$ cat src/rtl/legofpga_bringup_seq.sv
// legofpga_bringup_seq
//   Bring-up sequencer for the LegoFPGA MAC/PHY block (125 MHz domain).
//   Waits for MMCM lock, then holds the PHY in reset and waits for it to settle.
//   It then pulses start_config and streams NUM_CMDS command nibbles over a
//   valid/ready interface. Finally it debounces link_up and reports done/error.
//
// Optional feature macro: LEGOFPGA_BRINGUP_RETRY_EN
//   defined   : an ERROR entry with retry_cnt < MAX_RETRY restarts from IDLE,
//               increments retry_cnt and pulses bringup_error for one cycle.
//   undefined : ERROR is terminal until sys_rst, retry_cnt stays 0.
//
// Ports:
//   clk_125        in   sole clock
//   sys_rst        in   synchronous active-high reset
//   mmcm_locked_i  in   MMCM lock status
//   link_up        in   PHY/MAC link status
//   phy_rst_n      out  PHY reset (active-low)
//   start_config   out  one-cycle configuration start pulse
//   control_data   out  [3:0] command nibble
//   control_valid  out  command valid
//   control_ready  in   command accept
//   bringup_done   out  sequence complete, link qualified
//   bringup_error  out  timeout or link loss
//   state_dbg      out  [2:0] current state encoding
//   retry_cnt      out  [1:0] retries consumed
// All outputs are registered.
module legofpga_bringup_seq #(
  parameter int unsigned           PHY_RST_CYCLES  = 1250000,
  parameter int unsigned           PHY_WAIT_CYCLES = 625000,
  parameter int unsigned           NUM_CMDS        = 4,
  parameter logic [4*NUM_CMDS-1:0] CMD_LIST        = 16'h4321,
  parameter int unsigned           CMD_TIMEOUT     = 65535,
  parameter int unsigned           LINK_TIMEOUT    = 12500000,
  parameter int unsigned           MAX_RETRY       = 3
) (
  input  logic       clk_125,
  input  logic       sys_rst,
  input  logic       mmcm_locked_i,
  input  logic       link_up,
  output logic       phy_rst_n,
  output logic       start_config,
  output logic [3:0] control_data,
  output logic       control_valid,
  input  logic       control_ready,
  output logic       bringup_done,
  output logic       bringup_error,
  output logic [2:0] state_dbg,
  output logic [1:0] retry_cnt
);

  localparam int unsigned MAX_A = (PHY_RST_CYCLES > PHY_WAIT_CYCLES) ? PHY_RST_CYCLES : PHY_WAIT_CYCLES;
  localparam int unsigned MAX_B = (CMD_TIMEOUT > LINK_TIMEOUT) ? CMD_TIMEOUT : LINK_TIMEOUT;
  localparam int unsigned MAX_T = (MAX_A > MAX_B) ? MAX_A : MAX_B;
  localparam int unsigned CNT_W = $clog2(MAX_T) + 1;

  localparam logic [CNT_W-1:0] RST_LAST   = CNT_W'(PHY_RST_CYCLES - 1);
  localparam logic [CNT_W-1:0] WAIT_LAST  = CNT_W'(PHY_WAIT_CYCLES - 1);
  localparam logic [CNT_W-1:0] STALL_LAST = CNT_W'(CMD_TIMEOUT - 1);
  localparam logic [CNT_W-1:0] LINK_LAST  = CNT_W'(LINK_TIMEOUT - 1);
  localparam logic [3:0]       IDX_LAST   = 4'(NUM_CMDS - 1);

  // Command list zero-padded to the 16-entry maximum so any 4-bit index is in range.
  localparam logic [63:0] CMD_PAD = 64'(CMD_LIST);

`ifdef LEGOFPGA_BRINGUP_RETRY_EN
  localparam bit RETRY_ON = 1'b1;
`else
  localparam bit RETRY_ON = 1'b0;
`endif
  // A limit of zero disables retries entirely (retry_cnt never leaves 0).
  localparam logic [1:0] RETRY_LIM = RETRY_ON ? 2'(MAX_RETRY) : 2'd0;

  typedef enum logic [2:0] {
    ST_IDLE     = 3'd0,
    ST_PHY_RST  = 3'd1,
    ST_PHY_WAIT = 3'd2,
    ST_START    = 3'd3,
    ST_CMD      = 3'd4,
    ST_LINK     = 3'd5,
    ST_DONE     = 3'd6,
    ST_ERROR    = 3'd7
  } state_t;

  state_t           state_q, state_d;
  logic [CNT_W-1:0] cnt_q, cnt_d;
  logic [3:0]       deb_q, deb_d;
  logic [3:0]       idx_q, idx_d;
  logic [1:0]       retry_q, retry_d;
  logic             phy_rst_n_q, phy_rst_n_d;
  logic             start_config_q, start_config_d;
  logic [3:0]       control_data_q, control_data_d;
  logic             control_valid_q, control_valid_d;
  logic             bringup_done_q, bringup_done_d;
  logic             bringup_error_q, bringup_error_d;
  logic             err_pulse;
  logic             xfer;

  always_comb begin
    state_d   = state_q;
    cnt_d     = cnt_q;
    deb_d     = deb_q;
    idx_d     = idx_q;
    retry_d   = retry_q;
    err_pulse = 1'b0;
    xfer      = (state_q == ST_CMD) && control_ready;

    case (state_q)
      ST_IDLE: begin
        if (mmcm_locked_i) state_d = ST_PHY_RST;
      end
      ST_PHY_RST: begin
        if (cnt_q == RST_LAST) state_d = ST_PHY_WAIT;
        else                   cnt_d   = cnt_q + CNT_W'(1);
      end
      ST_PHY_WAIT: begin
        if (cnt_q == WAIT_LAST) state_d = ST_START;
        else                    cnt_d   = cnt_q + CNT_W'(1);
      end
      ST_START: begin
        state_d = ST_CMD;
      end
      ST_CMD: begin
        // cnt_q is the stall counter here; it restarts on every accepted beat.
        if (xfer) begin
          cnt_d = '0;
          if (idx_q == IDX_LAST) state_d = ST_LINK;
          else                   idx_d   = idx_q + 4'd1;
        end else if (cnt_q == STALL_LAST) begin
          state_d = ST_ERROR;
        end else begin
          cnt_d = cnt_q + CNT_W'(1);
        end
      end
      ST_LINK: begin
        // Debounce completion takes priority over the overall timeout.
        deb_d = link_up ? deb_q + 4'd1 : '0;
        if (link_up && (deb_q == 4'hF))  state_d = ST_DONE;
        else if (cnt_q == LINK_LAST)     state_d = ST_ERROR;
        else                             cnt_d   = cnt_q + CNT_W'(1);
      end
      ST_DONE: begin
        deb_d = link_up ? '0 : deb_q + 4'd1;
        if (!link_up && (deb_q == 4'hF)) state_d = ST_ERROR;
      end
      ST_ERROR: begin
        state_d = ST_ERROR;
      end
      default: state_d = ST_IDLE;
    endcase

    // Lock loss overrides every in-flight transition.
    if (!mmcm_locked_i && (state_q != ST_IDLE) && (state_q != ST_ERROR))
      state_d = ST_IDLE;

    // Redirect an ERROR entry into a restart while retries remain.
    if ((state_d == ST_ERROR) && (state_q != ST_ERROR) && (retry_q != RETRY_LIM)) begin
      state_d   = ST_IDLE;
      retry_d   = retry_q + 2'd1;
      err_pulse = 1'b1;
    end

    if (state_d != state_q) begin
      cnt_d = '0;
      deb_d = '0;
    end
    if (state_d != ST_CMD) idx_d = '0;

    // Outputs are decoded from the next state so they line up with state_dbg.
    phy_rst_n_d     = (state_d == ST_PHY_WAIT) || (state_d == ST_START) ||
                      (state_d == ST_CMD) || (state_d == ST_LINK) || (state_d == ST_DONE);
    start_config_d  = (state_d == ST_START);
    control_valid_d = (state_d == ST_CMD);
    control_data_d  = (state_d == ST_CMD) ? CMD_PAD[{idx_d, 2'b00} +: 4] : '0;
    bringup_done_d  = (state_d == ST_DONE);
    bringup_error_d = (state_d == ST_ERROR) || err_pulse;
  end

  always_ff @(posedge clk_125) begin
    if (sys_rst) begin
      state_q         <= ST_IDLE;
      cnt_q           <= '0;
      deb_q           <= '0;
      idx_q           <= '0;
      retry_q         <= '0;
      phy_rst_n_q     <= 1'b0;
      start_config_q  <= 1'b0;
      control_data_q  <= '0;
      control_valid_q <= 1'b0;
      bringup_done_q  <= 1'b0;
      bringup_error_q <= 1'b0;
    end else begin
      state_q         <= state_d;
      cnt_q           <= cnt_d;
      deb_q           <= deb_d;
      idx_q           <= idx_d;
      retry_q         <= retry_d;
      phy_rst_n_q     <= phy_rst_n_d;
      start_config_q  <= start_config_d;
      control_data_q  <= control_data_d;
      control_valid_q <= control_valid_d;
      bringup_done_q  <= bringup_done_d;
      bringup_error_q <= bringup_error_d;
    end
  end

  assign phy_rst_n     = phy_rst_n_q;
  assign start_config  = start_config_q;
  assign control_data  = control_data_q;
  assign control_valid = control_valid_q;
  assign bringup_done  = bringup_done_q;
  assign bringup_error = bringup_error_q;
  assign state_dbg     = state_q;
  assign retry_cnt     = retry_q;

endmodule

$ cat config.mk
export PLATFORM = sky130hd
export DESIGN_NAME = legofpga_bringup_seq
export DESIGN_NICKNAME = d
export VERILOG_FILES = /design/src/rtl/legofpga_bringup_seq.sv
export SDC_FILE = /design/constraint.sdc
export NUM_CORES = 1
export LEC_CHECK = 0
export BUFFER_PORTS_ARGS = -buffer_cell sky130_fd_sc_hd__buf_2
export CAP_MARGIN = 20
export CORE_MARGIN = 2
export CORE_UTILIZATION = 65
export CTS_BUF_LIST = sky130_fd_sc_hd__clkbuf_8
export DETAILED_ROUTE_END_ITERATION = 6
export GPL_TIMING_DRIVEN = 0
export PLACE_DENSITY = 0.88
export SYNTH_ARGS = -nofsm -noshare
export SYNTH_HDL_FRONTEND = slang
export SYNTH_SLANG_ARGS = --single-unit
$ cat constraint.sdc
create_clock -name clk_125 -period 4.35 [get_ports clk_125]
set_input_delay 0.435 -clock clk_125 [delete_from_list [all_inputs] [get_ports clk_125]]
set_output_delay 0.435 -clock clk_125 [all_outputs]
set_load 0.03 [all_outputs]
==> results of run 1 <==
[registers in the layout (all words and copies together) (netlist names)]
| signal | count |
|---|---|
| bringup_error | 1 |
| idx_q | 4 |
| control_data | 3 |
| retry_cnt | 2 |
| cnt_q | 25 |
| control_valid | 1 |
| deb_q | 4 |
| state_dbg | 3 |
| start_config | 1 |
| bringup_done | 1 |
| phy_rst_n | 1 |
[Yosys cell counts, types with 4 or more instances]
library cell  count  share of area, %
nand2b_1          4              0.90
inv_1             7              0.95
xor2_1            7               2.2
and3_1            9               2.0
nand2_1          28               3.8
nor3_2           14               5.1
a21oi_1          10               1.8
nor3_1           30               5.4
dfxtp_1          46                33
xnor2_1          25               7.9
and2_1            7               1.6
nand4_1          12               2.7
nor2_1           18               2.4
nor4bb_1          4               1.4
clkbuf_1         10               1.4
nand3_1          11               2.0
nor4_1            8               1.8
ha_1              5               2.3
[critical path: cells and delay by family (launching register included)]
family	cells	cell delay, ns
and+or+nand+nor	3	1.22
DFF	1	0.38
muxes	1	0.52
AOI/OAI and AO/OA	3	0.72
buffers and inverters	1	0.22
[layout make-up]
cell class | instances | area (µm²) | area share, %
Multi-Input combinational cell | 247 | 1720 | 56.9
Clock inverter | 3 | 45.0 | 1.49
Sequential cell | 46 | 921 | 30.4
Timing Repair Buffer | 16 | 80.1 | 2.64
Buffer | 18 | 100 | 3.31
Clock buffer | 5 | 68.8 | 2.27
Inverter | 7 | 26.3 | 0.868
Tap cell | 50 | 62.6 | 2.07
[through the flow]
stage          instance area [µm²]  power (µW)  instances
6_report                      3030         843        392
4_1_cts                       3030         850        392
3_5_place_dp                  2910         534        384
2_1_floorplan                 2770         513        318
3_3_place_gp                  2910         533        384
5_1_grt                       3030         873        392
[per-layer routing]
layer | vias up | global-route usage, % | part of all wire (%)
li1 | 1207 | - | -
met1 | 1159 | 37.0 | 47
met2 | 87 | 43.1 | 46
met3 | 11 | 5.23 | 5.7
met4 | 0 | 9.15 | 1.4
met5 | - | 0 | 0
[placed cells by master, fill, tap and decap left out, drive strengths merged, types with 2 or more instances in the layout]
master and count:
o31ai 2, nor2b 2, xnor2 25, a211oi 3, nor3b 2, mux2i 4
clkbuf 15, nor4 8, nand4bb 2, nand4b 2, and4 2, nand2b 4
or4 4, o211a 2, nand2 28, mux2 2, a31oi 3, and2 7
inv 7, o22a 2, or4b 2, nand3 11, buf 24, clkinvlp 2
a21oi 10, nor3 44, o21ai 6, and3 9, ha 5, dfxtp 46
nor2 18, xor2 7, nand4 12, nor4bb 4, o2111ai 2
[how the worst max path moves through the flow]
| stage | start | endpoint | slack [ns] | cells after the start |
|---|---|---|---|---|
| floorplan | state_dbg[0]$_SDFF_PP0_ | cnt_q[0]$_SDFFE_PP0P_ | 1.53 | 10 |
| global placement | cnt_q[22]$_SDFFE_PP0P_ | cnt_q[0]$_SDFFE_PP0P_ | 1.23 | 8 |
| detailed placement | cnt_q[3]$_SDFFE_PP0P_ | cnt_q[19]$_SDFFE_PP0P_ | 1.21 | 8 |
| CTS | cnt_q[3]$_SDFFE_PP0P_ | cnt_q[16]$_SDFFE_PP0P_ | 1.20 | 8 |
| global route | cnt_q[3]$_SDFFE_PP0P_ | cnt_q[16]$_SDFFE_PP0P_ | 1.06 | 8 |
| finish | cnt_q[22]$_SDFFE_PP0P_ | cnt_q[16]$_SDFFE_PP0P_ | 1.15 | 8 |
[power breakdown]
part | leakage [µW] | switching, µW | internal (µW) | total (µW)
Sequential | 0.000371 | 2.22 | 424 | 426
Clock | 0.0000504 | 147 | 171 | 318
Combinational | 0.000580 | 66.8 | 33.0 | 99.8
Total | 0.00100 | 216 | 627 | 843
[cells by family (layout without fill, tap and decap cells)]
kind of cell             Yosys count  count (layout)  synth area share [%]
adder cells (fa/ha/maj)            5               5                  2.26
XOR/XNOR                          32              32                  10.1
AO/OA/AOI/OAI                     38              38                  11.9
other                              1               1                 0.135
AND/OR/NAND/NOR                  165             165                  35.4
multiplexers                       6               6                  2.39
buffers and inverters             25              49                  4.56
flip-flops                        46              46                  33.2
==> results.txt, run 1 <==
The flow ran to the end, and the final reports show no timing, DRC or antenna violations. The first routing iteration left 257 violations. The share of final-layout standard cells stronger than drive strength 1 came out at 16.4%. The total via count in the routed design is between 2k and 2.5k. The synthesis-stage register bit count came out at 46. Across the run, the number of max-cap violations was 0. The area growth from synthesis to layout came out at 9.25%.

After synthesis, the mean cell area works out to 8.72 µm². The number of library cell types mapped by synthesis came out at 59. The worst pin sits at a relative slew slack of 55.6%. The number of global-route vias before repair came out at around 2.4k. On the critical path, the stage with the largest delay is an instance of or4_4. The clock-pin slew on the worst setup and hold paths is around 0.090 ns. The number of enable flip-flop cells after synthesis is 0. The final setup violation count is 0. For the worst setup path, the data arrival time is roughly 3.4 ns. The fraction of registers with async set or reset after synthesis is 0%. Of all nets on the critical path, the largest fanout is 10.

The area inside the core boundary is around 0.0041 mm². The area enclosed by the die boundary came out at 0.00480 mm². The post-synth net total came out at 328.

Buffers inserted to repair hold after CTS numbered 0. The transition time at the pin with the least slew margin came out at roughly 0.66 ns. The remaining antenna violation count after routing came out at 0.

The maximum number of pins on one net before global-route repair is 16. Routability-driven placement finished with a final weighted congestion of around 1. The initial antenna violation count is 0. The final number of hold-violating endpoints came out at 0. The worst register-to-register path has a setup slack of approximately 1.2 ns. The die outline height is 69.3 µm. In this run the most critical hold path is launched from idx_q[1]$_SDFF_PP0_. The later-pin clock latency in the skew report is around 0.30 ns. The class of the tightest hold or removal check is flip-flop to flip-flop. The global route total overflow came out at 0. The worst hold path terminates at idx_q[1]$_SDFF_PP0_.

Setup repair after global routing left no endpoint under its margin. For this run, the number of Yosys warnings is 0. The length of the first detailed-routing pass in iterations is 5. TritonCTS created 5 clock buffers.

The longest clock path from root to sink contains 2 buffers. The post-detailed-routing wire length is 6280 µm. Along the worst hold path, the cell count comes to 2. Using the TritonRoute via totals, the vias-per-cell ratio works out to 6.29. The number of diodes added for antenna fixing came out at 0.

The power density normalized to cell area is roughly 280 mW/mm². The H-tree was split into 2 levels. The synthesized instance count came out at around 320. The post-route clock period utilization is 73.5%.

The number of sinks on the clock net came out at between 40 and 50. The count of unresolved DRC violations after routing is 0. The largest clock skew in the final design is roughly 0.0049 ns. In this run the clock root is driven by a clkbuf_8. The worst hold slack is around 0.53 ns. The total routing usage reported by global routing came out at 27.1%. The minimum clock period is between 3 and 4 ns. The prevailing post-synth register cell is dfxtp_1. For this design the static power due to leakage is between 0.001 and 0.0015 µW. The largest single stage delay on the critical path is about 0.58 ns.

The final core area utilization is between 70 and 80%. Summed over all nets, the half-perimeter wirelength after detailed placement is around 4700 µm. The post-cts resize count is 0.

TritonCTS built the clock tree. Fill cells in the final layout number approximately 330. The max-slew violation total from the final report was 0. The post-CTS setup buffer count is 0.

The worst endpoint required time came out at between 4 and 5 ns. The final setup TNS is 0 ns. The net total in the final layout came out at about 350. The routed length per placed instance is between 15 and 20 µm. Setup slack on the critical path of the routed design comes to between 1 and 1.5 ns. The worst register-to-register path begins at cnt_q[22]$_SDFFE_PP0P_. The die width came out at 69.3 µm. The worst register-to-register path ends at cnt_q[16]$_SDFFE_PP0P_. The capturing element type of the critical path is a flip-flop. After synthesis the cells add up to roughly 0.0028 mm².

Derived from the worst setup path, the maximum achievable clock frequency is roughly 0.31 GHz. The wire length of the first global-routing pass came out at approximately 11000 µm. The critical path is of the flip-flop to flip-flop type. For the worst flop-to-flop path, the logic depth is 8. The maximum ir drop on the vdd rail is around 0.22 mV.

The I/O pin count is 19. The quantity of I/O buffers inserted on ports is 16. STA classifies the critical path startpoint as a flip-flop.

The effective utilization at floorplan came out at about two thirds. The sequential-to-total area share from yosys stat came out at ~33%. The critical path goes through or4b_1 -> or4_4 -> o311ai_4 -> a31oi_2 -> o21ai_4 -> mux2i_2 -> buf_6 -> nor3_1. The worst slack after detailed placement is about 1.2 ns.

The total number of placement rows is 23.
Power figures use the tool's default switching activity.
==> inputs of run 2 (changes only) <==
- CORE_UTILIZATION: 65 -> 57
- PLACE_DENSITY: 0.88 -> 0.82
- clock period: 4.35 -> 2.8 ns (I/O delays scaled with it)
==> results.txt, run 2 (synthesis results as in run 1) <==
The number of sinks on the clock net came out at 46. The root buffer cell chosen for the clock tree is clkbuf_8. The flow ran to the end, but the final reports show violations. The net total in the final layout came out at ~380.

Combinational logic burns between 10% and 20% of the power. The routed length per placed instance came out at about 19 µm. For this block, the routed nets add up to approximately 8000 µm of wire. After detailed routing, the number of remaining DRC violations is 0. The placer's final routability congestion estimate is approximately 0.95. The core region is around 0.0047 mm². The maximum operating frequency came out at 0.344 GHz.

The slowest stage of the critical path belongs to the cell or4_4. In this run the core area contains 25 standard-cell rows. The number of buffers created by CTS is 5. The first detailed-routing pass ran for 4 iterations. The transition time at the pin with the least slew margin is ~0.64 ns. The number of violations reported at the end of detailed-routing iteration 0 came out at approximately 240. The final worst setup slack came out at -0.103 ns. The number of global-route vias before repair is between 2k and 2.5k. The setup path with the least slack is of type flip-flop to flip-flop. The capturing element type of the critical path is a flip-flop. The later-pin clock latency in the skew report came out at between 0.3 and 0.4 ns. Entering global routing, the biggest net connects 16 pins.

The final reports fail on setup timing. The highest fanout seen on the critical path is 5. Hold timing on the final database bottoms out at a slack of between 0.4 and 0.5 ns.

The library cells used most frequently in the layout, excluding fill and tap cells, are 39 x dfxtp_1, 28 x nand2_1, 24 x xnor2_1. The wire length of the first global-routing pass is between 10000 and 15000 µm. The number of diodes added for antenna fixing came out at 0.

The initial antenna violation count is 0. The register with the most flip-flops in the final layout is cnt_q. The global route total overflow came out at 0. The max-slew violation total from the final report is 0.

Global routing consumed, over all layers together, between 20% and 30% of the routing resources. The worst hold path belongs to the class primary input to flip-flop. The share of final-layout standard cells stronger than drive strength 1 came out at a little under a third.

The switching power total came out at between 300 and 400 µW. The register with the most flip-flops in the layout has 25 of them. The die width came out at ~74 µm.

The initial utilization of the core area, before any placement, comes to between 50% and 60%. The leakage power summed over all cells came out at 0.00123 µW. The final core area utilization is between 70% and 80%. TritonCTS built the clock tree. The critical path goes through or4b_1 -> or4_4 -> o311ai_4 -> buf_6 -> a31oi_4 -> o21ai_4 -> mux2i_4 -> buf_6 -> buf_8 -> nor3_2.

The die covers between 0.005 and 0.006 mm². The die outline height is 73.7 µm. The internal power of the cells totals approximately 1100 µW. From synthesis to final layout, the design area changed by 25.7%. The minimum clock period came out at 2.90 ns. The worst setup path is launched from a flip-flop. After clock tree synthesis, the clock-pin slew on the worst setup and hold paths is 0.09 ns. Hold repair after CTS inserted 0 buffers. The total power draw came out at approximately 1500 µW. The I/O pin count came out at 19. The number of H-tree branching levels is 2. In this run switching power makes up approximately 26% of total power.

The maximum ir drop on the vdd rail is ~0.36 mV. The routed layout has approximately 2.8k vias. The critical path arrival came out at approximately 3.1 ns. The via density per instance is 6.58. In this run the power density over the cells is 435 mW/mm². The wire-length estimate of the detail-placed layout is about 4500 µm.

The final setup TNS came out at -2.04 ns. The worst slack after detailed placement is -0.255 ns. The worst pin sits at a relative slew slack of a little under three fifths.

The layout has about 330 filler cells. Setup repair after global routing could not meet its margin everywhere. The maximum clock path buffer count came out at 2.

The largest single stage delay on the critical path is 0.59 ns. The quantity of I/O buffers inserted on ports came out at 16. Data on the critical path is required at its endpoint by 3.00 ns. Between clock sinks in the finished design, the worst skew comes to around 0.012 ns.

The cell seen most often among critical-path stages is buf_6. Setup violations remaining at the end of the flow were counted as 28. The leading cell type in the layout, fill and taps excluded is dfxtp_1. The largest registers in the layout are cnt_q (25), deb_q (4), idx_q (4). The area used by sequential logic in the layout is ~930 µm². The max-cap violation count is 0. The area of combinational cells with multiple inputs is between 0.0015 and 0.002 mm². The final number of hold-violating endpoints is 0. The post-route clock period utilization is 104%. Of the total power, the clock network draws a little under 40%. Once detail routing completed, the nets flagged for antenna violations numbered 0. The sequential fraction of design power came out at 43.7%.
run 2: cell count changes in the layout (fill, tap and decap cells not counted), sizes merged:
cell and delta:
buf +27, bufinv +1, clkbuf -3, clkinv +1, clkinvlp -2
run 2: cell type report:
type | instances | area share, %
Clock inverter | 3 | 1.97
Timing Repair Buffer | 41 | 9.12
Clock buffer | 5 | 1.97
Tap cell | 54 | 1.94
Buffer | 17 | 3.55
Sequential cell | 46 | 26.8
Multi-Input combinational cell | 247 | 53.9
Inverter | 7 | 0.754
run 2: worst max-delay path, delay by kind of cell (launching register included):
family | cells | cell delay, ns
simple gates | 3 | 1.14
compound gates | 3 | 0.54
buf+inv | 3 | 0.46
flops | 1 | 0.36
mux | 1 | 0.30
run 2: repair_timing:
item | in CTS | in global routing
resized for setup | 27 | 30
buffers inserted | 18 | 5
cloned | 3 | 0
endpoints found under the setup margin | 32 | 30
pin swaps | 11 | 7
run 2: power by group through the flow:
| stage | Clock (µW) | Combinational, µW | Sequential [µW] |
|---|---|---|---|
| after floorplan | 0 | 118 | 683 |
| after global placement | 0 | 156 | 677 |
| after detailed placement | 0 | 157 | 677 |
| after CTS | 607 | 213 | 662 |
| after global routing | 626 | 264 | 662 |
| final | 601 | 253 | 662 |
run 2: metal layers:
layer | vias up | share of wire, % | GRT usage (%)
li1 | 1257 | - | -
met1 | 1300 | 40 | 36.0
met2 | 175 | 48 | 44.1
met3 | 33 | 7.9 | 5.62
met4 | 0 | 3.7 | 13.1
met5 | - | 0 | 0
run 2: worst paths after layout:
kind | startpoint | to | slack [ns] | cells past startpoint
max | cnt_q[14]$_SDFFE_PP0P_ | cnt_q[5]$_SDFFE_PP0P_ | -0.10 | 10
min | sys_rst | control_data[0]$_SDFF_PP0_ | 0.40 | 4
max reg2reg | cnt_q[14]$_SDFFE_PP0P_ | cnt_q[5]$_SDFFE_PP0P_ | -0.10 | 10
min reg2reg | retry_cnt[1]$_SDFFE_PP0P_ | retry_cnt[1]$_SDFFE_PP0P_ | 0.50 | 2
run 2: metrics by stage:
step | area (µm²) | cells
3_3_place_gp | 2930 | 388
6_report | 3480 | 420
2_1_floorplan | 2780 | 318
4_1_cts | 3340 | 416
3_5_place_dp | 2930 | 388
5_1_grt | 3480 | 420
